--- config.mk ---
export PLATFORM = sky130hd
export DESIGN_NAME = imem_loader
export DESIGN_NICKNAME = d
export VERILOG_FILES = /design/src/rtl/legv8_pkg.sv /design/src/rtl/byte_word_assembler.sv /design/src/rtl/imem_loader.sv
export SDC_FILE = /design/constraint.sdc
export NUM_CORES = 1
export LEC_CHECK = 0
export ABC_AREA = 1
export BUFFER_PORTS_ARGS = -buffer_cell sky130_fd_sc_hd__buf_4
export CAP_MARGIN = 20
export CORE_ASPECT_RATIO = 0.75
export CORE_MARGIN = 4
export CORE_UTILIZATION = 35
export CTS_CLUSTER_SIZE = 12
export DETAILED_ROUTE_END_ITERATION = 10
export SLEW_MARGIN = 0
export SYNTH_ARGS = -nofsm -noshare
export SYNTH_HDL_FRONTEND = slang
export SYNTH_SLANG_ARGS = --single-unit
--- constraint.sdc ---
create_clock -name clk -period 5 [get_ports clk]
set_clock_uncertainty 0.05 [all_clocks]
set_input_delay 0.25 -clock clk [delete_from_list [all_inputs] [get_ports clk]]
set_output_delay 0.25 -clock clk [all_outputs]
set_load 0.01 [all_outputs]
--- src/rtl/legv8_pkg.sv ---
// Types and constants shared by the instruction-memory loader and its helpers.
// Also reused by the CPU-side blocks that read the instruction memory.
package legv8_pkg;

    typedef enum logic [2:0] {
        IDLE,
        COUNT,
        DATA,
        WRITE,
        CHECK,
        DONE,
        ERROR
    } ldr_state_t;

    localparam int INSTR_BYTES = 4;
    localparam int BYTE_CNT_W  = $clog2(INSTR_BYTES);

    // Byte offset of a word index inside the instruction memory.
    function automatic logic [9:0] word_byte_offset(input logic [7:0] idx);
        return {idx, 2'b00};
    endfunction

endpackage

--- src/rtl/byte_word_assembler.sv ---
// Collects a little-endian byte stream into 32-bit words.
// word_ready_o flags the byte that completes a word; word_o is valid in that cycle.
module byte_word_assembler
    import legv8_pkg::*;
(
    input  logic        clk,
    input  logic        rst_n,
    input  logic        clear_i,
    input  logic        byte_valid_i,
    input  logic [7:0]  byte_i,
    output logic [31:0] word_o,
    output logic        word_ready_o
);

    localparam logic [BYTE_CNT_W-1:0] LAST_BYTE = BYTE_CNT_W'(INSTR_BYTES - 1);

    // Only the three earlier bytes are stored; the fourth comes straight from the input.
    logic [23:0]           shift_q;
    logic [23:0]           shift_d;
    logic [BYTE_CNT_W-1:0] cnt_q;
    logic [BYTE_CNT_W-1:0] cnt_d;

    always_comb begin
        shift_d = shift_q;
        cnt_d   = cnt_q;
        if (clear_i) begin
            shift_d = '0;
            cnt_d   = '0;
        end else if (byte_valid_i) begin
            shift_d = {byte_i, shift_q[23:8]};
            cnt_d   = cnt_q + 1'b1;
        end
    end

    always_ff @(posedge clk or negedge rst_n) begin
        if (!rst_n) begin
            shift_q <= '0;
            cnt_q   <= '0;
        end else begin
            shift_q <= shift_d;
            cnt_q   <= cnt_d;
        end
    end

    assign word_o       = {byte_i, shift_q};
    assign word_ready_o = byte_valid_i && !clear_i && (cnt_q == LAST_BYTE);

endmodule

--- src/rtl/imem_loader.sv ---
// Boot loader: count byte, 4*N little-endian data bytes, XOR checksum byte.
// Writes one instruction word per WRITE cycle and holds the CPU until a good load.
module imem_loader
    import legv8_pkg::*;
#(
    parameter logic [31:0] BASE_ADDR  = 32'h0000_0000,
    parameter int unsigned ADDR_WIDTH = 32
) (
    input  logic                  clk,
    input  logic                  reset,
    input  logic                  start,
    input  logic                  in_valid,
    input  logic [7:0]            in_data,
    output logic                  in_ready,
    output logic                  wr_en,
    output logic [ADDR_WIDTH-1:0] wr_addr,
    output logic [31:0]           wr_data,
    output logic                  cpu_hold,
    output logic                  done,
    output logic                  error
);

    localparam logic [ADDR_WIDTH-1:0] BASE = ADDR_WIDTH'(BASE_ADDR);

    ldr_state_t            state_q;
    logic [7:0]            count_q;
    logic [7:0]            word_idx_q;
    logic [7:0]            csum_q;
    logic [ADDR_WIDTH-1:0] wr_addr_q;
    logic [31:0]           wr_data_q;
    logic                  wr_en_q;
    logic                  in_ready_q;
    logic                  cpu_hold_q;
    logic                  done_q;
    logic                  error_q;

    logic                  xfer;
    logic                  start_ok;
    logic                  asm_valid;
    logic                  word_ready;
    logic [31:0]           asm_word;

    assign xfer      = in_valid && in_ready_q;
    assign start_ok  = start && (state_q == IDLE || state_q == DONE || state_q == ERROR);
    assign asm_valid = xfer && (state_q == DATA);

    byte_word_assembler u_asm (
        .clk          (clk),
        .rst_n        (reset),
        .clear_i      (start_ok),
        .byte_valid_i (asm_valid),
        .byte_i       (in_data),
        .word_o       (asm_word),
        .word_ready_o (word_ready)
    );

    // in_ready is registered, so every transition sets it for the state being entered.
    always_ff @(posedge clk or negedge reset) begin
        if (!reset) begin
            state_q    <= IDLE;
            count_q    <= '0;
            word_idx_q <= '0;
            csum_q     <= '0;
            wr_addr_q  <= BASE;
            wr_data_q  <= '0;
            wr_en_q    <= 1'b0;
            in_ready_q <= 1'b0;
            cpu_hold_q <= 1'b1;
            done_q     <= 1'b0;
            error_q    <= 1'b0;
        end else begin
            wr_en_q <= 1'b0;
            case (state_q)
                IDLE, DONE, ERROR: begin
                    if (start) begin
                        state_q    <= COUNT;
                        in_ready_q <= 1'b1;
                        count_q    <= '0;
                        word_idx_q <= '0;
                        csum_q     <= '0;
                        done_q     <= 1'b0;
                        error_q    <= 1'b0;
                        cpu_hold_q <= 1'b1;
                    end
                end
                COUNT: begin
                    if (xfer) begin
                        count_q <= in_data;
                        state_q <= (in_data == 8'd0) ? CHECK : DATA;
                    end
                end
                DATA: begin
                    if (xfer) begin
                        csum_q <= csum_q ^ in_data;
                        if (word_ready) begin
                            state_q    <= WRITE;
                            in_ready_q <= 1'b0;
                            wr_en_q    <= 1'b1;
                            wr_data_q  <= asm_word;
                            wr_addr_q  <= BASE + ADDR_WIDTH'(word_byte_offset(word_idx_q));
                        end
                    end
                end
                WRITE: begin
                    word_idx_q <= word_idx_q + 8'd1;
                    in_ready_q <= 1'b1;
                    state_q    <= (word_idx_q + 8'd1 == count_q) ? CHECK : DATA;
                end
                CHECK: begin
                    if (xfer) begin
                        in_ready_q <= 1'b0;
                        if (in_data == csum_q) begin
                            state_q    <= DONE;
                            done_q     <= 1'b1;
                            cpu_hold_q <= 1'b0;
                        end else begin
                            state_q <= ERROR;
                            error_q <= 1'b1;
                        end
                    end
                end
                default: begin
                    state_q    <= IDLE;
                    in_ready_q <= 1'b0;
                end
            endcase
        end
    end

    assign in_ready = in_ready_q;
    assign wr_en    = wr_en_q;
    assign wr_addr  = wr_addr_q;
    assign wr_data  = wr_data_q;
    assign cpu_hold = cpu_hold_q;
    assign done     = done_q;
    assign error    = error_q;

endmodule
======== Word-level counts from Yosys, hierarchy flattened ========
Cells that the tools add are included.
storage, ports and cells
  bits in registers ....................... 98
  word-level logic and storage cells ...... 94
  output and inout port bits .............. 69
operators by class
  equal/unequal tests ..................... 16
  multiplexer cells ....................... 37
  bitwise gates (word level) .............. 2
  add/subtract/negate cells ............... 2
  reduce and logical (&&, ||, !) cells .... 24
operator list
  kind                                                                    number
  24-bit 2-to-1 mux                                                       2
  8-bit one-hot mux with 2 select lines                                   3
  8-bit 2-to-1 mux                                                        3
  3-bit 2-to-1 mux                                                        7
  8-bit equality test                                                     2
  3-bit one-hot mux with 5 select lines                                   1
  1-bit 2-to-1 mux                                                        14
  2-bit inequality test (second input constant)                           6
  5-bit AND reduction                                                     2
  2-bit nonzero test                                                      5
  3-bit equality test (second input constant)                             3
  3-bit AND reduction                                                     3
  8-bit by 1-bit adder with 8-bit output (second input constant)          1
  8-bit logical NOT                                                       1
  4-bit AND reduction                                                     2
  8-bit XOR                                                               1
  3-bit by 2-bit equality test with 1-bit output (second input constant)  2
  2-bit 2-to-1 mux                                                        3
  1-bit one-hot mux with 2 select lines                                   3
  1-bit logical AND                                                       5
  1-bit one-hot mux with 5 select lines                                   1
  3-bit by 1-bit equality test with 1-bit output (second input constant)  1
  3-bit logical NOT                                                       1
  3-bit OR reduction                                                      1
  other kinds (7)                                                         8

======== Logic depth before layout (Yosys ltp) ========
  depth after elaboration ................. 10
  gate-level depth with buffers ........... 14
  gate-level depth less buffers ........... 14

======== Cells and area by module ========
A second synthesis with hierarchy kept.
unflattened totals
  cells, all modules ...................... 583
  area, all modules ....................... 4734.5 um^2
by module, submodules not included
  module               area an instance (um^2)  seq. area each (um^2)  instances  cells each
  imem_loader          3607.2                   1803.0                 1          459
  byte_word_assembler  1127.3                   650.6                  1          124

======== Least setup slack after synthesis ========
Ideal clock, no wire load.
  path kind ............................... register -> register
  from .................................... reg word_idx_q[0]
  to ...................................... reg state_q[1]
  arrival ................................. 1.444 ns
  library setup time ...................... 0.120 ns
  clock period less this slack ............ 1.614 ns
  cell stages (with the launch flop) ...... 13
  slack ................................... 3.386 ns
  cell sequence ........................... dfrtp_1 ha_1 nand2_1 nor2_1 nand3_1 nand3_1 nand2_1 nor2_1 nand3_1 nand2_1 nand2_1 nand2_1 nand2_1
on the way
  word-level cells in the longest chain between the ends .. 4
RTL lines
  element                                 RTL line            source
  start: declaration                      imem_loader.sv:27   logic [7:0] word_idx_q;
  start signal: assignment                imem_loader.sv:105  word_idx_q <= word_idx_q + 8'd1;
  8-bit by 1-bit adder with 8-bit output  imem_loader.sv:107  state_q <= (word_idx_q + 8'd1 == count_q) ? CHECK : DATA;
  8-bit equality test                     imem_loader.sv:107
  3-bit 2-to-1 mux                        imem_loader.sv:107
  3-bit one-hot mux with 5 select lines   imem_loader.sv:73   case (state_q)
  end signal: assignment                  imem_loader.sv:89   state_q <= (in_data == 8'd0) ? CHECK : DATA;
  end signal: assignment                  imem_loader.sv:107
  end: declaration                        imem_loader.sv:25   ldr_state_t state_q;
Every way passes these cells.
A chain may end at the register's enable or synchronous reset.

======== Final worst setup path ========
  from .................................... reg state_q[0]
  to ...................................... reg in_ready_q (netlist: in_ready)
on the way
  word-level cells in the longest chain between the ends .. 9
  elaborated cells between the ends (all ways) .. 22
  classes of those cells .................. eq/ne (10); mux (1); bitwise (1); reduce/logical (10)
RTL lines
  element                                                            RTL line                              source
  3-bit equality test / 3-bit logical NOT (equally long branches)    imem_loader.sv:44, imem_loader.sv:73
  1-bit logical OR (2 in series)                                     imem_loader.sv:44                     assign start_ok = start && (state_q == IDLE || state_q == DONE || state_q == ERROR);
  1-bit logical AND                                                  imem_loader.sv:44
  1-bit logical NOT                                                  byte_word_assembler.sv:46             assign word_ready_o = byte_valid_i && !clear_i && (cnt_q == LAST_BYTE);
  1-bit logical AND (2 in series)                                    byte_word_assembler.sv:46
  2-bit by 1-bit inequality test with 1-bit output (no source line)  -
  5-bit AND reduction (no source line)                               -
  end signal: assignment                                             imem_loader.sv:67                     in_ready_q <= 1'b0;
  end signal: assignment                                             imem_loader.sv:77                     in_ready_q <= 1'b1;
  end signal: assignment                                             imem_loader.sv:97                     in_ready_q <= 1'b0;
  end: declaration                                                   imem_loader.sv:32                     logic in_ready_q;
Parallel ways exist; a longest one is shown, timed or not.

==> summary.md <==
| Metric | Value |
|---|---|
| Most frequent cell after synthesis | `nand2_1` |
| NumNets Final | `564` |
| Placed Cells | `between 700 and 800` |
| Global route total overflow | `0` |
| First-pass GRT wire length | `16,600 um` |
| Htree depth | `3` |
| Leading area contributor after synthesis | `dfrtp_1` |
| Pre-CTS setup slack | `2.67 ns` |
| Max Clk Rate | `0.432 GHz` |
| Max-Cap Viols | `0` |
| Cell Rows | `35` |
| Crit. End Element | `register` |
| Top Ports | `81` |
| Largest net degree at the start of global routing | `slightly above 80` |
| Worst-Skew Late Latency | `0.34 ns` |
| DPL Wire Length | `7270 um` |
| Routability cong. | `0.875` |
| Hold path depth | `3` |
| Internal power | `around 1.6 mW` |
| Layout cells sized above 1 | `16.2%` |
| Number of clock sinks | `98` |
| Switching share of power | `between 30% and 40%` |
| Number of routed nets with antenna violations | `0` |
| Final worst slack | `2.69 ns` |
| Post-CTS Setup Repair Bufs | `0` |
| RSZ-0062 raised after global routing | `no` |
| R2R Path End | `in_ready` |
| Distinct cells, synth | `35` |
| Minimum clock period | `2.31 ns` |
| Worst-Margin Slew | `0.677 ns` |
| Hold path start | `in_data[6]` |
| Reg-to-reg slack, setup | `roughly 2.7 ns` |
| Synth area leaders | `dfrtp_1 54%, nand2_1 8.8%, o21ai_0 5.9%` |
| Buffers plus inverters on the worst setup path | `2` |
| Initial core utilization | `36.0%` |
| Die Height | `106 um` |
| Post-synthesis sequential area ratio | `55.0%` |
| R2R depth | `10` |
| Vias per inst | `4.78` |
| Clock share of power | `between 20% and 30%` |
| Synth async-reset ratio | `100%` |
| Fin. max-slew vios | `0` |
| CP Launch Type | `register` |
| P&R area growth vs syn | `17.1%` |
| First-pass DRT Iterations | `5` |
| CP required | `around 5.2 ns` |
| Vias in the first global route | `3,279` |
| # setup viols final | `0` |
| Seq pwr share | `a little over two fifths` |
| Vias | `3,439` |
| Die ar. | `0.0146 mm2` |
| Most frequent cells after synthesis | `105 x nand2_1, 97 x dfrtp_1, 65 x inv_1, 53 x o21ai_0, 35 x nand3_1` |
| Mapped Cells | `around 500` |
| P_leak | `2.60 nW` |
| Critical R2R Launch | `state_q[0]` |
| Power Density | `480 mW/mm2` |
| VDD IR max | `0.230 mV` |
| Max Buffers Root-to-Sink | `2` |
| Outcome | `completed` |
| Detailed Route WL | `approximately 10000 um` |
| Final critical-path share of the clock period | `between 40% and 50%` |
| Crit. Startpoint | `state_q[0]` |
| Slowest CP cell | `dfrtp_1` |
| Peak fanout along the critical path | `82` |
| Comb power frac | `32.9%` |
| CP Cell Sequence | `inv_2 -> nand2_2 -> nor2_4 -> nand2_4 -> inv_4 -> nand2_4 -> nand2_2 -> nand4_4 -> o21ai_0 -> nand2_1` |
| Net Sw Power | `0.935 mW` |
| Synth top area share | `54.4%` |
| Worst-path clk slew | `~0.060 ns` |
| Post-synth EDFFs | `0` |
| Critical path class | `reg -> reg` |
| CP top delay family | `simple AND/OR/NAND/NOR gates` |
| GRT Util Overall | `13.9%` |
| Initial antenna violation count | `0` |
| Hold Path Class | `in -> reg` |
| I/O Buffers | `56` |
| Cell Area, Synth | `0.00446 mm2` |
| Main synth FF type | `dfrtp_1` |
| Synth warnings | `0` |
| CTS root buf | `clkbuf_16` |
| ANT cells | `0` |
| Finished Layout Cells | `720` |
| CTS Buf Count | `9` |
| DRT iter0 DRCs | `208` |
| Die width | `138 um` |
| Fin Setup TNS | `0 ns` |
| Drc violations | `0` |
| Worst path arrival time | `2.47 ns` |
| Syn avg cell area | `about 9.0 um2` |
| Endpoints failing hold | `0` |
| Worst Hold End | `csum_q[6]` |
| Post-DR wirelength/cell | `13.9 um` |
| Core footprint | `0.0124 mm2` |
| Post-cts repair resize count | `0` |
| Critical Path Max Stage Delay | `~0.42 ns` |
| Rel. slew slack | `54.8%` |
| CTS tree | `yes` |
| FF+latch count, synth | `98` |
cells by family (layout without fill, tap and decap cells):
family	Yosys count	after routing	synth area share, %
AND/OR/NAND/NOR	179	179	18.7
buffers and inverters	106	141	11.1
adder cells (fa/ha/maj)	2	2	0.561
other	1	24	0.0840
XOR/XNOR	10	10	1.96
AO/OA/AOI/OAI	100	100	12.6
flip-flops	98	98	55.0
how the worst max path moves through the flow:
stage	endpoint	slack (ns)	cells after the start
2_1_floorplan	state_q[1]	3.39	12
3_3_place_gp	in_ready	2.74	10
3_5_place_dp	state_q[1]	2.67	10
4_1_cts	state_q[1]	2.65	10
5_1_grt	in_ready	2.39	10
6_report	in_ready	2.69	10
area by class of cell:
cell class / instances / area [um2]
repair buffers: 58 / 438
clock inverters: 6 / 42.5
flip-flops and latches: 98 / 2450
clock buffers: 9 / 225
well taps: 166 / 208
inverters: 68 / 258
multi-input cells: 315 / 1600
fillers: 1212 / 7170
registers in the layout, summed over array words and instances, names as in the netlist:
name,count
count_q,8
u_asm.cnt_q,2
cpu_hold,1
done,1
csum_q,8
error,1
wr_data,32
wr_en,1
in_ready,1
state_q,3
word_idx_q,8
u_asm.shift_q,24
wr_addr,8
worst register-to-register path: cells and delay by family (launching register included):
family,cells,cell delay (ns)
flip-flops,1,0.42
AO/OA/AOI/OAI,1,0.18
buffers and inverters,2,0.27
AND/OR/NAND/NOR,7,1.27
power groups by stage:
stage                     clock, mW  sequential, mW  combinational [mW]
after floorplan                   0            1.06               0.595
after global placement            0            1.06               0.804
after detailed placement          0            1.07               0.822
after CTS                     0.645            1.05               0.829
after global routing          0.679            1.08               0.939
final                         0.629            1.05               0.826
metal layers:
metal	part of all wire (%)	vias to the layer above	wire (um)	GRT usage (%)
met1	50	1665	4950	20.4
li1	-	1681	-	-
met2	44	87	4360	20.5
met5	0	-	0	0
met4	0.77	0	77	2.96
met3	5.9	6	584	3.76
placed cells by master, fill, tap and decap left out, types with 2 or more instances in the layout:
master and n:
clkinvlp_4 2, xor2_1 3, inv_1 65, conb_1 24, o21ai_1 3, nor2_4 4, o22ai_1 32, o31ai_1 6
clkinv_2 2, inv_2 2, a21oi_1 3, nand2_4 2, ha_1 2, nor2_1 19, nand2_2 2, nand2_1 105
nand3_1 35, buf_4 57, dfrtp_1 97, xnor2_1 7, nand4_1 4, clkbuf_16 9, o21ai_0 53
repair_timing:
item / in CTS / in global routing
setup endpoints to repair: 0 / 0
hold buffers: 1 / 0
endpoints found under the hold margin: 48 / 0
metrics by stage:
stage	total power, mW	hold WS [ns]	instance area, um2	util (%)
floorplan	1.66	-0.0956	4550	-
global placement	1.87	0.248	4950	39.9
detailed placement	1.89	0.253	4950	39.9
CTS	2.53	0.194	5230	42.2
global route	2.69	0.223	5230	42.2
finish	2.51	0.203	5230	42.2
Power figures use the tool's default switching activity.
